$ cat src/rtl/nn_pkg.sv
// Shared types and helpers for the nnt layer sequencer: state encoding,
// default widths and the ReLU used on hidden-layer results.
package nn_pkg;

  localparam int NN_ADDR_W = 16;
  localparam int NN_DATA_W = 32;
  localparam int NN_CNT_W  = 8;

  typedef enum logic [2:0] {
    S_IDLE   = 3'd0,
    S_RD_ACT = 3'd1,
    S_RD_W   = 3'd2,
    S_MAC    = 3'd3,
    S_WB     = 3'd4,
    S_DONE   = 3'd5
  } seq_state_e;

  // Sign is taken from the MSB: negative accumulators clip to zero.
  function automatic logic [NN_DATA_W-1:0] relu(input logic [NN_DATA_W-1:0] x);
    return x[NN_DATA_W-1] ? '0 : x;
  endfunction

endpackage

$ cat src/rtl/nnt_layer_sequencer_if.sv
// Memory and MAC bus between the layer sequencer (master) and the nnt top (slave).
// Handshake: no backpressure. mem_req_o qualifies one access in the cycle it is high
// (write if mem_we_o, else read whose data appears on mem_rdata_i the next cycle);
// mac_valid_o qualifies mac_a_o/mac_b_o for exactly one accumulate at the next edge.
interface nnt_layer_sequencer_if #(
  parameter int ADDR_W = 16,
  parameter int DATA_W = 32
);
  logic              mem_req_o;
  logic              mem_we_o;
  logic [ADDR_W-1:0] mem_addr_o;
  logic [DATA_W-1:0] mem_wdata_o;
  logic [DATA_W-1:0] mem_rdata_i;
  logic              mac_valid_o;
  logic              mac_clr_o;
  logic [DATA_W-1:0] mac_a_o;
  logic [DATA_W-1:0] mac_b_o;
  logic [DATA_W-1:0] mac_acc_i;

  modport master (
    output mem_req_o, mem_we_o, mem_addr_o, mem_wdata_o,
    output mac_valid_o, mac_clr_o, mac_a_o, mac_b_o,
    input  mem_rdata_i, mac_acc_i
  );

  modport slave (
    input  mem_req_o, mem_we_o, mem_addr_o, mem_wdata_o,
    input  mac_valid_o, mac_clr_o, mac_a_o, mac_b_o,
    output mem_rdata_i, mac_acc_i
  );
endinterface

$ cat src/rtl/nnt_layer_sequencer_counters.sv
// Layer/neuron/input counters and weight pointer for the sequencer, with
// last-element flags derived from the latched layer sizes.
module nnt_seq_counters
  import nn_pkg::*;
#(
  parameter int ADDR_W      = NN_ADDR_W,
  parameter int LAYER_COUNT = 2,
  parameter int CNT_W       = NN_CNT_W,
  parameter int L_W         = $clog2(LAYER_COUNT + 1)
) (
  input  logic                               clk_i,
  input  logic                               reset_ni,
  input  logic                               init_i,
  input  logic [ADDR_W-1:0]                  init_wptr_i,
  input  logic                               mac_step_i,
  input  logic                               wb_step_i,
  input  logic [LAYER_COUNT:0][CNT_W-1:0]    size_i,
  input  logic [LAYER_COUNT-1:0][ADDR_W-1:0] w_base_i,
  output logic [L_W-1:0]                     l_o,
  output logic [CNT_W-1:0]                   n_o,
  output logic [CNT_W-1:0]                   k_o,
  output logic [ADDR_W-1:0]                  w_ptr_o,
  output logic                               k_last_o,
  output logic                               n_last_o,
  output logic                               l_last_o
);
  logic [L_W-1:0]    l_q, l_d;
  logic [CNT_W-1:0]  n_q, n_d, k_q, k_d;
  logic [ADDR_W-1:0] w_ptr_q, w_ptr_d;
  logic [CNT_W-1:0]  size_cur, size_nxt;
  logic [ADDR_W-1:0] wbase_nxt;

  always_comb begin
    size_cur  = '0;
    size_nxt  = '0;
    wbase_nxt = '0;
    for (int i = 0; i <= LAYER_COUNT; i++) begin
      if (int'(l_q) == i)     size_cur = size_i[i];
      if (int'(l_q) + 1 == i) size_nxt = size_i[i];
    end
    for (int i = 0; i < LAYER_COUNT; i++) begin
      if (int'(l_q) + 1 == i) wbase_nxt = w_base_i[i];
    end
  end

  assign k_last_o = (k_q == size_cur - CNT_W'(1));
  assign n_last_o = (n_q == size_nxt - CNT_W'(1));
  assign l_last_o = (int'(l_q) == LAYER_COUNT - 1);

  // The weight pointer runs continuously through a layer's row-major matrix,
  // so it is only reloaded when moving on to the next layer.
  always_comb begin
    l_d     = l_q;
    n_d     = n_q;
    k_d     = k_q;
    w_ptr_d = w_ptr_q;
    if (init_i) begin
      l_d     = '0;
      n_d     = '0;
      k_d     = '0;
      w_ptr_d = init_wptr_i;
    end else if (mac_step_i) begin
      w_ptr_d = w_ptr_q + ADDR_W'(1);
      if (!k_last_o) k_d = k_q + CNT_W'(1);
    end else if (wb_step_i) begin
      k_d = '0;
      if (!n_last_o) begin
        n_d = n_q + CNT_W'(1);
      end else if (!l_last_o) begin
        l_d     = l_q + L_W'(1);
        n_d     = '0;
        w_ptr_d = wbase_nxt;
      end
    end
  end

  always_ff @(posedge clk_i or negedge reset_ni) begin
    if (!reset_ni) begin
      l_q     <= '0;
      n_q     <= '0;
      k_q     <= '0;
      w_ptr_q <= '0;
    end else begin
      l_q     <= l_d;
      n_q     <= n_d;
      k_q     <= k_d;
      w_ptr_q <= w_ptr_d;
    end
  end

  assign l_o     = l_q;
  assign n_o     = n_q;
  assign k_o     = k_q;
  assign w_ptr_o = w_ptr_q;

endmodule

$ cat src/rtl/nnt_layer_sequencer.sv
// Control FSM running a fully-connected network over one shared memory and one
// external MAC: fetch activation, fetch weight, accumulate, write back each neuron.
module nnt_layer_sequencer
  import nn_pkg::*;
#(
  parameter int ADDR_W      = NN_ADDR_W,
  parameter int DATA_W      = NN_DATA_W,
  parameter int LAYER_COUNT = 2,
  parameter int CNT_W       = NN_CNT_W
) (
  input  logic                               clk_i,
  input  logic                               reset_ni,
  input  logic                               start_i,
  input  logic [LAYER_COUNT:0][CNT_W-1:0]    size_i,
  input  logic [LAYER_COUNT:0][ADDR_W-1:0]   act_base_i,
  input  logic [LAYER_COUNT-1:0][ADDR_W-1:0] w_base_i,
  nnt_layer_sequencer_if.master              bus,
  output logic                               busy_o,
  output logic                               done_o,
  output logic                               err_o,
  output seq_state_e                         dbg_state_o
);
  localparam int L_W = $clog2(LAYER_COUNT + 1);

  seq_state_e                         state_q, state_d;
  logic [LAYER_COUNT:0][CNT_W-1:0]    size_q;
  logic [LAYER_COUNT:0][ADDR_W-1:0]   act_base_q;
  logic [LAYER_COUNT-1:0][ADDR_W-1:0] w_base_q;
  logic [DATA_W-1:0]                  act_reg_q;
  logic                               err_q;
  logic                               cfg_bad, accept;
  logic [L_W-1:0]                     l_cnt;
  logic [CNT_W-1:0]                   n_cnt, k_cnt;
  logic [ADDR_W-1:0]                  w_ptr, act_cur, act_nxt;
  logic                               k_last, n_last, l_last;

  always_comb begin
    cfg_bad = 1'b0;
    for (int i = 0; i <= LAYER_COUNT; i++) begin
      if (size_i[i] == '0) cfg_bad = 1'b1;
    end
  end

  assign accept = (state_q == S_IDLE) && start_i && !cfg_bad;

  // w_base_i[0] is taken straight from the port: it is latched on the same edge.
  nnt_seq_counters #(
    .ADDR_W(ADDR_W), .LAYER_COUNT(LAYER_COUNT), .CNT_W(CNT_W), .L_W(L_W)
  ) u_counters (
    .clk_i       (clk_i),
    .reset_ni    (reset_ni),
    .init_i      (accept),
    .init_wptr_i (w_base_i[0]),
    .mac_step_i  (state_q == S_MAC),
    .wb_step_i   (state_q == S_WB),
    .size_i      (size_q),
    .w_base_i    (w_base_q),
    .l_o         (l_cnt),
    .n_o         (n_cnt),
    .k_o         (k_cnt),
    .w_ptr_o     (w_ptr),
    .k_last_o    (k_last),
    .n_last_o    (n_last),
    .l_last_o    (l_last)
  );

  always_ff @(posedge clk_i or negedge reset_ni) begin
    if (!reset_ni) begin
      size_q     <= '0;
      act_base_q <= '0;
      w_base_q   <= '0;
      act_reg_q  <= '0;
      err_q      <= 1'b0;
    end else begin
      if (state_q == S_IDLE && start_i) err_q <= cfg_bad;
      if (accept) begin
        size_q     <= size_i;
        act_base_q <= act_base_i;
        w_base_q   <= w_base_i;
      end
      if (state_q == S_RD_W) act_reg_q <= bus.mem_rdata_i;
    end
  end

  always_ff @(posedge clk_i or negedge reset_ni) begin
    if (!reset_ni) state_q <= S_IDLE;
    else           state_q <= state_d;
  end

  always_comb begin
    state_d = state_q;
    unique case (state_q)
      S_IDLE:   if (accept) state_d = S_RD_ACT;
      S_RD_ACT: state_d = S_RD_W;
      S_RD_W:   state_d = S_MAC;
      S_MAC:    state_d = k_last ? S_WB : S_RD_ACT;
      S_WB:     state_d = (n_last && l_last) ? S_DONE : S_RD_ACT;
      S_DONE:   state_d = S_IDLE;
      default:  state_d = S_IDLE;
    endcase
  end

  always_comb begin
    act_cur = '0;
    act_nxt = '0;
    for (int i = 0; i <= LAYER_COUNT; i++) begin
      if (int'(l_cnt) == i)     act_cur = act_base_q[i];
      if (int'(l_cnt) + 1 == i) act_nxt = act_base_q[i];
    end
  end

  always_comb begin
    bus.mem_req_o   = 1'b0;
    bus.mem_we_o    = 1'b0;
    bus.mem_addr_o  = '0;
    bus.mem_wdata_o = '0;
    bus.mac_valid_o = 1'b0;
    bus.mac_clr_o   = 1'b0;
    bus.mac_a_o     = '0;
    bus.mac_b_o     = '0;
    done_o          = 1'b0;
    unique case (state_q)
      S_RD_ACT: begin
        bus.mem_req_o  = 1'b1;
        bus.mem_addr_o = act_cur + ADDR_W'(k_cnt);
      end
      S_RD_W: begin
        bus.mem_req_o  = 1'b1;
        bus.mem_addr_o = w_ptr;
      end
      S_MAC: begin
        bus.mac_valid_o = 1'b1;
        bus.mac_clr_o   = (k_cnt == '0);
        bus.mac_a_o     = act_reg_q;
        bus.mac_b_o     = bus.mem_rdata_i;
      end
      S_WB: begin
        bus.mem_req_o   = 1'b1;
        bus.mem_we_o    = 1'b1;
        bus.mem_addr_o  = act_nxt + ADDR_W'(n_cnt);
        bus.mem_wdata_o = l_last ? bus.mac_acc_i : relu(bus.mac_acc_i);
      end
      S_DONE:  done_o = 1'b1;
      default: ;
    endcase
  end

  assign busy_o      = (state_q != S_IDLE);
  assign err_o       = err_q;
  assign dbg_state_o = state_q;

endmodule
$ cat src/flat_wrapper.sv
// flat-port wrapper written by rule: the top's interface ports become plain ports
module nnt_layer_sequencer_flat import nn_pkg::*;
#(
  parameter int ADDR_W      = NN_ADDR_W,
  parameter int DATA_W      = NN_DATA_W,
  parameter int LAYER_COUNT = 2,
  parameter int CNT_W       = NN_CNT_W
)
  (clk_i, reset_ni, start_i, size_i, act_base_i, w_base_i, busy_o, done_o, err_o, dbg_state_o, bus_mem_req_o, bus_mem_we_o, bus_mem_addr_o, bus_mem_wdata_o, bus_mac_valid_o, bus_mac_clr_o, bus_mac_a_o, bus_mac_b_o, bus_mem_rdata_i, bus_mac_acc_i);
  nnt_layer_sequencer_if #(.ADDR_W(ADDR_W), .DATA_W(DATA_W)) bus_i ();
  input  logic clk_i;
  input  logic reset_ni;
  input  logic start_i;
  input  logic [LAYER_COUNT:0][CNT_W-1:0] size_i;
  input  logic [LAYER_COUNT:0][ADDR_W-1:0] act_base_i;
  input  logic [LAYER_COUNT-1:0][ADDR_W-1:0] w_base_i;
  output logic busy_o;
  output logic done_o;
  output logic err_o;
  output seq_state_e dbg_state_o;
  output wire logic [$bits(bus_i.mem_req_o)-1:0] bus_mem_req_o;
  output wire logic [$bits(bus_i.mem_we_o)-1:0] bus_mem_we_o;
  output wire logic [$bits(bus_i.mem_addr_o)-1:0] bus_mem_addr_o;
  output wire logic [$bits(bus_i.mem_wdata_o)-1:0] bus_mem_wdata_o;
  output wire logic [$bits(bus_i.mac_valid_o)-1:0] bus_mac_valid_o;
  output wire logic [$bits(bus_i.mac_clr_o)-1:0] bus_mac_clr_o;
  output wire logic [$bits(bus_i.mac_a_o)-1:0] bus_mac_a_o;
  output wire logic [$bits(bus_i.mac_b_o)-1:0] bus_mac_b_o;
  input wire logic [$bits(bus_i.mem_rdata_i)-1:0] bus_mem_rdata_i;
  input wire logic [$bits(bus_i.mac_acc_i)-1:0] bus_mac_acc_i;
  assign bus_mem_req_o = bus_i.mem_req_o;
  assign bus_mem_we_o = bus_i.mem_we_o;
  assign bus_mem_addr_o = bus_i.mem_addr_o;
  assign bus_mem_wdata_o = bus_i.mem_wdata_o;
  assign bus_mac_valid_o = bus_i.mac_valid_o;
  assign bus_mac_clr_o = bus_i.mac_clr_o;
  assign bus_mac_a_o = bus_i.mac_a_o;
  assign bus_mac_b_o = bus_i.mac_b_o;
  assign bus_i.mem_rdata_i = bus_mem_rdata_i;
  assign bus_i.mac_acc_i = bus_mac_acc_i;
  nnt_layer_sequencer #(.ADDR_W(ADDR_W), .DATA_W(DATA_W), .LAYER_COUNT(LAYER_COUNT), .CNT_W(CNT_W)) u_core (.clk_i(clk_i), .reset_ni(reset_ni), .start_i(start_i), .size_i(size_i), .act_base_i(act_base_i), .w_base_i(w_base_i), .bus(bus_i), .busy_o(busy_o), .done_o(done_o), .err_o(err_o), .dbg_state_o(dbg_state_o));
endmodule
$ cat config.mk
export PLATFORM = sky130hd
export DESIGN_NAME = nnt_layer_sequencer_flat
export DESIGN_NICKNAME = d
export VERILOG_FILES = /design/src/rtl/nn_pkg.sv /design/src/rtl/nnt_layer_sequencer_if.sv /design/src/rtl/nnt_layer_sequencer_counters.sv /design/src/rtl/nnt_layer_sequencer.sv /design/src/flat_wrapper.sv
export SDC_FILE = /design/constraint.sdc
export NUM_CORES = 1
export LEC_CHECK = 0
export ABC_CLOCK_PERIOD_IN_PS = 9280
export CAP_MARGIN = 40
export CELL_PAD_IN_SITES_DETAIL_PLACEMENT = 0
export CELL_PAD_IN_SITES_GLOBAL_PLACEMENT = 1
export CORE_UTILIZATION = 30
export CTS_BUF_LIST = sky130_fd_sc_hd__clkbuf_8 sky130_fd_sc_hd__clkbuf_16
export DETAILED_ROUTE_END_ITERATION = 6
export GPL_TIMING_DRIVEN = 0
export PLACE_DENSITY = 0.68
export SYNTH_ARGS = -nofsm -noshare
export SYNTH_HDL_FRONTEND = slang
export SYNTH_HIERARCHICAL = 1
export SYNTH_SLANG_ARGS = --single-unit
$ cat constraint.sdc
create_clock -name clk_i -period 9.28 [get_ports clk_i]
set_input_delay 2.32 -clock clk_i [delete_from_list [all_inputs] [get_ports clk_i]]
set_output_delay 2.32 -clock clk_i [all_outputs]
set_load 0.01 [all_outputs]
==> impl_results.md <==
* CTS Buf Count at 17
* Placer Congestion at 0.883
* Worst path bufs/invs at 5
* Floorplan core area at about 36000 µm²
* Syn nets at 1300
* Worst skew pair latency at 0.44 ns
* Cell mode on critical path: buf_2
* Synth top area share at 0.395
* Post_cts resized at 0
* F_max at 134 MHz
* Final slew viol count at 0
* Slew HR at 0.363
* Commonest non-fill, non-tap cell in the layout: clkdlybuf4s50_1
* Endpoint type of the worst setup path: primary output
* Residual DRC count at 0
* Routed vias at 9856
* Synth area leader: dfrtp_1
* Postcts setup bufs at 0
* Number of synthesized flops with an enable pin at 0
* Fill cells at between 3000 and 4000
* Actual slew at the worst max-slew pin at 0.954 ns
* Post-synthesis async set-or-reset flop share at 1.00
* DRT Pass-1 Iters at 5
* Initial antenna violation count at 0
* Clk root buf: clkbuf_16
* Clock skew at 0.0125 ns
* Worst Hold Margin at roughly 0.49 ns
* Crit share post-route at 0.803
* Commonest non-fill, non-tap cells in the layout: clkdlybuf4s50_1, dfrtp_1, mux2_1
* Reg-to-Reg Start: u_core/dbg_state_o[1]$_DFFE_PN0P_
* Hold Path Cell Cnt at 1
* Port Buf Inserts at 292
* Total GRT Usage at 0.197
* Sequential Area at 4350 µm²
* Share of cells above drive strength 1 at 0.0787
* Routed wire per std cell at 19.6 µm
* Mapped Cells at 1099
* Synth warn at 6
* Unrepaired setup endpoints after global routing: false
* Leak at ~0.0062 µW
* Multi-input gate area at 6260 µm²
* Worst EP required at 6.96 ns
* First-pass GRT wire length at between 50000 and 60000 µm
* Cell variety after synth at 74
* Die X at around 190 µm
* Hold WC Path Type: flip-flop to flip-flop
* Critical path's slowest cell: clkdlybuf4s50_1
* Top delay family on crit path: buffers and inverters
* CP Launch Type: flip-flop
* Starting Density at 0.308
* Clock sink count at 174
* Die height at slightly below 200 µm
* CP arrival at just over 5 ns
* Clk buf depth at 2
* # Max-Cap Violations at 0
* VDD IR max at 0.128 mV
* Antenna cells at 0
* I/O pins at just under 300
* Yosys reg bits at 174
* Core Rows at 69
* Hold buffers post-CTS at 0
* Top cells by area, synth: dfrtp_1, mux2_1, and3_1, mux2i_1, mux2_2
* Worst-path fanout max at 10
* Pwr/cell area at 294 nW/µm²
* Worst R2R End: u_core/u_counters/n_o[6]$_DFFE_PN0P_
* DRT Wirelength at approximately 37000 µm
* Pre-CTS WS at between 2 and 2.5 ns
* Nets at 1612
* Final setup viols at 0
* Hpwl dp at 28700 µm
* Post-synth top flop: dfrtp_1
* Synthesis-to-layout area growth at 37.7%
* Crit-path cells: buf_4, buf_2, buf_2, clkbuf_1, mux2i_1, o21ai_0, ha_1, a211oi_1, o21ai_1, a31oi_1, nor2_1, xnor2_1, o221ai_1, clkdlybuf4s50_1
* Full die area at around 38000 µm²
* Vias in the first global route at 10100
* DRT antenna net count at 0
* Worst-path clk slew at ~0.07 ns
* Final Hold Fails at 0
* Outcome: complete, no violations
* Crit path kind: flip-flop to primary output
* Initial drt markers at 616
* Hold Path Sink: u_core/w_base_q[3]$_DFFE_PN0P_
* Period minus WS final at 7.45 ns
* # H-tree levels at 4
* Worst Hold Launch: u_core/w_base_q[3]$_DFFE_PN0P_
* Post-Syn Area at 11000 µm²
* Register-to-register setup slack at slightly below 5 ns
* Largest net degree at the start of global routing at 90
* Worst R2R Path Depth at 15
* TritonCTS clock tree: built
* DR vias/cell at ~5.2
* Congestion Overflow GR at 0
* Mean Syn Cell Area at 10.0 µm²
* Sequential fraction of the synthesis area at 0.395
* Worst path max stage delay at roughly 0.6 ns
* Final WS setup at 1.83 ns
## metrics by stage
step / cells / util / power [µW] / setup TNS (ns) / area [µm²]
3_5_place_dp: 1853 / 0.406 / 3710 / 0 / 14600
5_1_grt: 1885 / 0.424 / 4790 / 0 / 15200
6_report: 1885 / 0.424 / 4470 / 0 / 15200
2_1_floorplan: 1099 / - / 2810 / 0 / 11000
3_3_place_gp: 1852 / 0.405 / 3680 / -292.77 / 14500
4_1_cts: 1885 / 0.424 / 4510 / 0 / 15200
## sequential cells by signal, summed over array words and instances, names as in the netlist
signal                     flops
u_core/dbg_state_o             3
u_core/u_counters/w_ptr_o     16
u_core/u_counters/k_o          8
u_core/w_base_q               32
u_core/u_counters/l_o          2
u_core/act_reg_q              32
u_core/err_o                   1
u_core/u_counters/n_o          8
u_core/size_q                 24
u_core/act_base_q             48
## how the worst max path moves through the flow
stage                                              endpoint  depth (start not counted)  slack, ns                                  from
after CTS                                 bus_mem_addr_o[9]                         14       1.74  u_core/u_counters/l_o[1]$_DFFE_PN0P_
after global placement    u_core/act_base_q[43]$_DFFE_PN0P_                          1      -1.70                              reset_ni
after global routing                     bus_mem_addr_o[11]                         14       1.34  u_core/u_counters/l_o[1]$_DFFE_PN0P_
after floorplan                          bus_mem_addr_o[11]                         13       3.70  u_core/u_counters/l_o[1]$_DFFE_PN0P_
final                                     bus_mem_addr_o[9]                         14       1.83  u_core/u_counters/l_o[1]$_DFFE_PN0P_
after detailed placement                  bus_mem_addr_o[9]                         14       2.26  u_core/u_counters/l_o[1]$_DFFE_PN0P_
## cell type report
class	count	area share
multi-input combinational	839	0.412
sequential	174	0.287
inverter	18	0.00453
tap	461	0.0380
timing repair buffer	293	0.195
clock buffer	20	0.0307
clock inverter	12	0.0103
buffer	68	0.0228
## where the power goes
part | internal, µW | leakage (µW) | switching (µW) | total, µW
Combinational | 1100 | 0.00384 | 1170 | 2270
Sequential | 1120 | 0.00209 | 312 | 1430
Clock | 448 | 0.000307 | 322 | 769
Total | 2660 | 0.00624 | 1800 | 4470
## cell usage after synthesis, types with 5 or more instances
| cell type | instances |
|---|---|
| o22ai_1 | 5 |
| buf_2 | 16 |
| a221o_1 | 6 |
| nand2_1 | 73 |
| mux2_2 | 33 |
| o21ai_0 | 42 |
| xor2_1 | 27 |
| nand2b_1 | 10 |
| ha_1 | 28 |
| nand3_1 | 27 |
| a21oi_1 | 57 |
| buf_4 | 11 |
| a221oi_1 | 9 |
| clkbuf_1 | 36 |
| nand4_1 | 11 |
| dfrtp_1 | 174 |
| inv_1 | 14 |
| and3_1 | 71 |
| a21o_1 | 7 |
| o221ai_1 | 8 |
| a22oi_1 | 14 |
| a211oi_1 | 13 |
| nand3b_1 | 14 |
| o21ai_1 | 11 |
| a31oi_1 | 6 |
| or3_1 | 11 |
| nor2_1 | 57 |
| mux2i_1 | 39 |
| xnor2_1 | 32 |
| a22o_1 | 8 |
| mux2_1 | 103 |
| nor4_1 | 9 |
| and2_1 | 36 |
| nor2b_1 | 12 |
## cell families (layout without fill, tap and decap cells)
kind of cell,Yosys count,count (layout),share of synthesized area
and+or+nand+nor,351,351,0.174
buffers and inverters,86,411,0.0377
adders and majority gates,30,30,0.0354
muxes,175,175,0.174
AOI/OAI and AO/OA,224,224,0.137
xor gates and xnor gates,59,59,0.0469
DFF,174,174,0.395
## routing by layer
layer  vias to the layer above  part of all wire  track usage
li1                       4658                 -            -
met1                      4844              0.44        0.250
met2                       326              0.49        0.343
met3                        28             0.054       0.0350
met4                         0             0.012       0.0524
met5                         -                 0            0
Power figures use the tool's default switching activity.
